`src/rtl/matrix_pkg.sv`:
```
`default_nettype none
// ============================================================================
// Module      : matrix_pkg
// Description : Shared constants, scan state encoding and the 4-message
//               pattern ROM for the 5x7 LED dot-matrix scan controller.
// Revision    : 1.0 - initial release
// ============================================================================
package matrix_pkg;

    localparam int NCOLS   = 7;
    localparam int NROWS   = 5;
    localparam int MSG_LEN = 16;
    localparam int NMSGS   = 4;

    typedef enum logic [0:0] {
        ST_BLANK = 1'b0,
        ST_DRIVE = 1'b1
    } scan_state_t;

    // Indexed [message][column]; bit 0 of each entry is the top row.
    localparam logic [NROWS-1:0] MSG_ROM [NMSGS][MSG_LEN] = '{
        '{5'h01, 5'h02, 5'h04, 5'h08, 5'h10, 5'h03, 5'h06, 5'h0C,
          5'h18, 5'h05, 5'h0A, 5'h14, 5'h07, 5'h0E, 5'h1C, 5'h1F},
        '{5'h1E, 5'h1D, 5'h1B, 5'h17, 5'h0F, 5'h11, 5'h09, 5'h12,
          5'h15, 5'h0B, 5'h16, 5'h0D, 5'h1A, 5'h13, 5'h19, 5'h00},
        '{5'h11, 5'h0A, 5'h04, 5'h0A, 5'h11, 5'h00, 5'h1F, 5'h04,
          5'h04, 5'h1F, 5'h00, 5'h0E, 5'h11, 5'h11, 5'h0E, 5'h00},
        '{5'h15, 5'h0A, 5'h15, 5'h0A, 5'h1C, 5'h07, 5'h1C, 5'h07,
          5'h18, 5'h03, 5'h18, 5'h03, 5'h1E, 5'h01, 5'h1E, 5'h01}
    };

    function automatic logic [NROWS-1:0] msg_col(input logic [1:0] msg,
                                                  input logic [3:0] idx);
        return MSG_ROM[msg][idx];
    endfunction

endpackage
`default_nettype wire

```
`src/rtl/matrix_scan_ctrl_tick_gen.sv`:
```
`default_nettype none
// ============================================================================
// Module      : tick_gen
// Description : Column-period prescaler. Flags are look-ahead: they describe
//               the prescaler value that the next clock edge will load.
// Revision    : 1.0 - initial release
// ============================================================================
module tick_gen #(
    parameter int CLK_DIV = 50000
) (
    input  logic clk,
    input  logic rst_n,
    output logic blank_nxt,
    output logic first_nxt,
    output logic wrap
);

    localparam int PRE_W = $clog2(CLK_DIV);

    logic [PRE_W-1:0] r_pre;
    logic [PRE_W-1:0] w_pre_nxt;

    assign wrap      = (r_pre == PRE_W'(CLK_DIV - 1));
    assign w_pre_nxt = wrap ? '0 : (r_pre + PRE_W'(1));
    assign blank_nxt = (w_pre_nxt == '0);
    assign first_nxt = (w_pre_nxt == PRE_W'(1));

    always_ff @(posedge clk or negedge rst_n) begin
        if (!rst_n) begin
            r_pre <= '0;
        end else begin
            r_pre <= w_pre_nxt;
        end
    end

endmodule
`default_nettype wire

```
`src/rtl/matrix_scan_ctrl.sv`:
```
`default_nettype none
// ============================================================================
// Module      : matrix_scan_ctrl
// Description : 5x7 LED matrix column scanner with anti-ghost blanking,
//               message select and frame-aligned window scrolling.
// Revision    : 1.0 - initial release
// ============================================================================
module matrix_scan_ctrl
    import matrix_pkg::*;
#(
    parameter int CLK_DIV       = 50000,
    parameter int SCROLL_FRAMES = 32
) (
    input  logic       clk,
    input  logic       rst_n,
    input  logic       ch1,
    input  logic       ch0,
    input  logic       scroll_en,
    output logic [6:0] acender_coluna,
    output logic [4:0] linhas,
    output logic       frame_start,
    output logic [1:0] msg_ativa
);

    localparam int CNT_W = (SCROLL_FRAMES > 1) ? $clog2(SCROLL_FRAMES) : 1;

    localparam logic [6:0] c_cols_off   = 7'h7F;
    localparam logic [6:0] c_col0_onehot = 7'b1000000;

    logic             w_blank_nxt;
    logic             w_first_nxt;
    logic             w_wrap;

    logic [1:0]       r_sync1;
    logic [1:0]       r_sync2;
    logic [2:0]       r_col;
    logic [3:0]       r_offset;
    logic [CNT_W-1:0] r_frame_cnt;

    logic             w_boundary;
    logic             w_msg_change;
    logic [2:0]       w_col_nxt;
    logic [1:0]       w_msg_nxt;
    logic [3:0]       w_offset_nxt;
    logic [3:0]       w_rom_idx;
    logic [CNT_W-1:0] w_frame_cnt_nxt;
    scan_state_t      w_state_nxt;

    tick_gen #(
        .CLK_DIV (CLK_DIV)
    ) u_tick_gen (
        .clk       (clk),
        .rst_n     (rst_n),
        .blank_nxt (w_blank_nxt),
        .first_nxt (w_first_nxt),
        .wrap      (w_wrap)
    );

    // Everything is computed for the state after the coming edge so that the
    // registered outputs line up with the new column/message/offset.
    always_comb begin
        w_boundary      = w_wrap && (r_col == 3'(NCOLS - 1));
        w_col_nxt       = r_col;
        if (w_wrap) begin
            w_col_nxt = w_boundary ? 3'd0 : (r_col + 3'd1);
        end

        w_msg_nxt       = w_boundary ? r_sync2 : msg_ativa;
        w_msg_change    = w_boundary && (r_sync2 != msg_ativa);

        w_offset_nxt    = r_offset;
        w_frame_cnt_nxt = r_frame_cnt;
        if (w_msg_change) begin
            w_offset_nxt    = 4'd0;
            w_frame_cnt_nxt = '0;
        end else if (!scroll_en) begin
            w_frame_cnt_nxt = '0;
        end else if (w_boundary) begin
            if (r_frame_cnt == CNT_W'(SCROLL_FRAMES - 1)) begin
                w_offset_nxt    = r_offset + 4'd1;
                w_frame_cnt_nxt = '0;
            end else begin
                w_frame_cnt_nxt = r_frame_cnt + CNT_W'(1);
            end
        end

        w_rom_idx   = w_offset_nxt + {1'b0, w_col_nxt};
        w_state_nxt = w_blank_nxt ? ST_BLANK : ST_DRIVE;
    end

    always_ff @(posedge clk or negedge rst_n) begin
        if (!rst_n) begin
            r_sync1        <= 2'b00;
            r_sync2        <= 2'b00;
            r_col          <= 3'd0;
            r_offset       <= 4'd0;
            r_frame_cnt    <= '0;
            msg_ativa      <= 2'b00;
            frame_start    <= 1'b0;
            acender_coluna <= c_cols_off;
            linhas         <= 5'b00000;
        end else begin
            r_sync1     <= {ch1, ch0};
            r_sync2     <= r_sync1;
            r_col       <= w_col_nxt;
            r_offset    <= w_offset_nxt;
            r_frame_cnt <= w_frame_cnt_nxt;
            msg_ativa   <= w_msg_nxt;
            frame_start <= w_first_nxt && (w_col_nxt == 3'd0);
            case (w_state_nxt)
                ST_BLANK: begin
                    acender_coluna <= c_cols_off;
                    linhas         <= 5'b00000;
                end
                ST_DRIVE: begin
                    acender_coluna <= ~(c_col0_onehot >> w_col_nxt);
                    linhas         <= msg_col(w_msg_nxt, w_rom_idx);
                end
            endcase
        end
    end

endmodule
`default_nettype wire

```
`config.mk`:
```
export PLATFORM = sky130hd
export DESIGN_NAME = matrix_scan_ctrl
export DESIGN_NICKNAME = d
export VERILOG_FILES = /design/src/rtl/matrix_pkg.sv /design/src/rtl/matrix_scan_ctrl_tick_gen.sv /design/src/rtl/matrix_scan_ctrl.sv
export SDC_FILE = /design/constraint.sdc
export NUM_CORES = 1
export LEC_CHECK = 0
export CAP_MARGIN = 20
export CORE_MARGIN = 2
export CORE_UTILIZATION = 60
export CTS_CLUSTER_SIZE = 30
export DETAILED_ROUTE_END_ITERATION = 16
export PLACE_DENSITY = 0.79
export SLEW_MARGIN = 15
export SYNTH_ARGS = -nofsm -noshare
export SYNTH_HDL_FRONTEND = slang
export SYNTH_HIERARCHICAL = 1
export SYNTH_SLANG_ARGS = --single-unit
```
`constraint.sdc`:
```
create_clock -name clk -period 4.6 [get_ports clk]
set_clock_uncertainty 0.05 [all_clocks]
set_input_delay 0.69 -clock clk [delete_from_list [all_inputs] [get_ports clk]]
set_output_delay 0.69 -clock clk [all_outputs]
set_load 0.01 [all_outputs]
```
==> run metrics <==
cell family with most CP delay=simple AND/OR/NAND/NOR gates; DRC=0; area leader, netlist=dfrtp_1; status=finished clean; initial cell density of the core=62.5%; met2 track demand over resource=about two fifths; gr busiest metal=met2; top post-synthesis cells by count=dfrtp_1 (40), nand2_1 (35), nor2_1 (27); Syn Area/Cell=~9.1 µm²; vias in the first global route=~2500; final setup vio count=0; post-route insts no fill=about 440; critical path fanouts, max=20; drt first pass iters=4; share of cells above drive strength 1=around 12%; ant diodes=0; initial antenna violation count=0; crit path cell chain=ha_1 -> and3_1 -> nand4_1 -> nor2_1 -> nand3_1 -> nor3_4 -> nand3_1 -> o21ai_0 -> ha_1 -> fa_2 -> inv_1 -> o21ai_0 -> o22ai_1 -> a211oi_1 -> a211oi_1; drt total wl=between 6000 and 7000 µm; full die area=just under 6000 µm²; IO Pins=20; Clock Tree Buf Depth=2; worst-skew pair later-pin latency=approximately 310 ps; drt first-iter violations=~210; Synth-to-Final Area Change=11.4%; Critical Path Max Stage Delay=about 590 ps; CTS buffer count=5; clk root buf=clkbuf_8; syn nets=375; WS Path Type=flip-flop to flip-flop; Leakage=about 1.5 nW; largest net degree at the start of global routing=48; Placed Cells=roughly 430; Post-synth EDFFs=0; Worst Path Buf+Inv=1; Post-Syn Area=roughly 3200 µm²; # port buffers=19; first-pass GRT wire length=11700 µm; top cell type's share of synthesized area=between 30% and 40%; RSZ-0062 raised after global routing=false; relative slew slack=57.4%; Tmin final=roughly 4200 ps; Min-Delay Path Class=flip-flop to flip-flop; Mapped Cells=350; H-Tree Depth=2; power consumption=~740 µW; die boundary width=slightly below 80 µm; Async S/R FF share, synth=100%; fmax=approximately 240 MHz; power per cell area=around 210 nW/µm²; via count=around 2600; Fin. Hold Viols=0; synth warn=6; Critical Path End Type=flip-flop; Total GRT Usage=about a quarter; number of fillers in the final layout=approximately 420; post-route ant nets=0; fin crit share=between 90% and 100%; met3 Usage GRT=under 10%; FF+latch count, synth=47; largest cells by area after synthesis=dfrtp_1 (31%), ha_1 (7.4%), dfstp_2 (5.8%); final net count=roughly 400; WP data arrival=4390 ps; GRT overflow=0; Top FF cell, synth=dfrtp_1; setup TNS=0 ps; Yosys cell types=66; most frequent cell after synthesis=dfrtp_1; CTS tree=built; grt met1 use=33.5%; row count=26; worst slew pin tran=about 640 ps; Placeable Area=between 5000 and 6000 µm²; register area share after synthesis=around 37%; die height=between 70 and 80 µm; RePlAce Congestion=~0.9; CP max-delay cell=fa_2; max cap viols=0; Final HPWL DP=4790 µm; maximum vdd drop=roughly 0.00012 V; Startpoint Class=flip-flop; Req. time, crit path=between 4000 and 5000 ps; # clock sinks=between 40 and 50; Avg WL per Cell=~15 µm; Max Slew Vio Count=0; clk slew on worst S/H paths=approximately 90 ps; vias per inst=around 6
-- power breakdown --
group	internal, mW	switching [mW]
logic	0.00691	0.0125
registers	0.415	0.00134
clock network	0.162	0.143
-- cells in the final DEF, fill, tap and decap left out, types with 3 or more instances in the layout --
cell type        synthesis  layout
nor4_1                   4       4
nand3_1                 19      19
a21oi_1                 23      23
buf_4                    1       6
clkdlybuf4s50_1          0      18
a211oi_1                 7       7
xnor2_1                 10      10
nand3b_1                 3       3
nand2b_1                 5       5
a21o_1                   3       3
clkbuf_8                 0       5
nand4_1                  8       8
o211ai_1                 5       5
xor2_1                   8       8
nand2_1                 35      35
ha_1                    19      19
and2_1                   3       3
and3_1                   7       7
nor2b_1                  6       6
dfstp_2                  7       7
dfrtp_1                 40      40
o21a_1                   4       4
inv_1                    8       8
mux2i_1                  3       3
nor3_1                   6       6
o21ai_0                 19      19
nor2_1                  27      27
-- final timing paths --
kind,from,endpoint,slack [ps],cells past startpoint
min,r_sync1[0]$_DFF_PN0_,r_sync2[0]$_DFF_PN0_,320,0
max,u_tick_gen/r_pre[0]$_DFF_PN0_,linhas[0]$_DFF_PN0_,370,15
min reg2reg,r_sync1[0]$_DFF_PN0_,r_sync2[0]$_DFF_PN0_,320,0
max in group asynchronous,rst_n,acender_coluna[6]$_DFF_PN1_,3550,2
max reg2reg,u_tick_gen/r_pre[0]$_DFF_PN0_,linhas[0]$_DFF_PN0_,370,15
min in group asynchronous,rst_n,r_frame_cnt[2]$_DFFE_PN0P_,340,1
-- logic make-up (layout without fill, tap and decap cells) --
logic type,count (synthesis),count (layout),synth area share (%)
mux,5,5,1.88
fa+ha+maj,20,20,8.08
xor+xnor,18,18,4.94
buf+inv,29,44,4.51
simple gates,142,142,24.0
compound gates,89,89,19.4
flops,47,47,37.1
-- flip-flops by register name, summed over array words and instances (netlist names) --
signal	flops
u_tick_gen/r_pre	16
acender_coluna	7
linhas	5
r_frame_cnt	5
r_offset	4
r_col	3
msg_ativa	2
r_sync1	2
r_sync2	2
frame_start	1
-- stage by stage --
stage / hold slack (ps) / utilization [%] / area, µm² / setup slack, ps
floorplan: 281 / - / 3190 / 728
global placement: 286 / 66.7 / 3410 / 339
detailed placement: 286 / 66.7 / 3410 / 191
CTS: 322 / 68.9 / 3520 / 160
global route: 325 / 69.6 / 3560 / 21.3
finish: 315 / 69.6 / 3560 / 371
-- repair_timing --
action                                  in CTS  in global routing
hold buffers                                 0                  0
resized for setup                            0                  2
setup buffers                                0                  0
endpoints found under the setup margin       0                  5
-- final cells by class --
cell class / count / area (µm²) / share of cell area [%]
inverter: 10 / 42.5 / 1.20
multi-input combinational: 274 / 1870 / 52.6
clock buffer: 5 / 68.8 / 1.93
timing repair buffer: 26 / 258 / 7.25
sequential: 47 / 1180 / 33.3
clock inverter: 3 / 43.8 / 1.23
tap: 70 / 87.6 / 2.46
-- per-layer routing --
metal / vias up / routed length [µm]
li1: 1295 / -
met1: 1238 / 3020
met2: 91 / 3240
met3: 15 / 271
met4: 0 / 140
met5: - / 0
No activity file was read; power rests on OpenSTA's default activity.
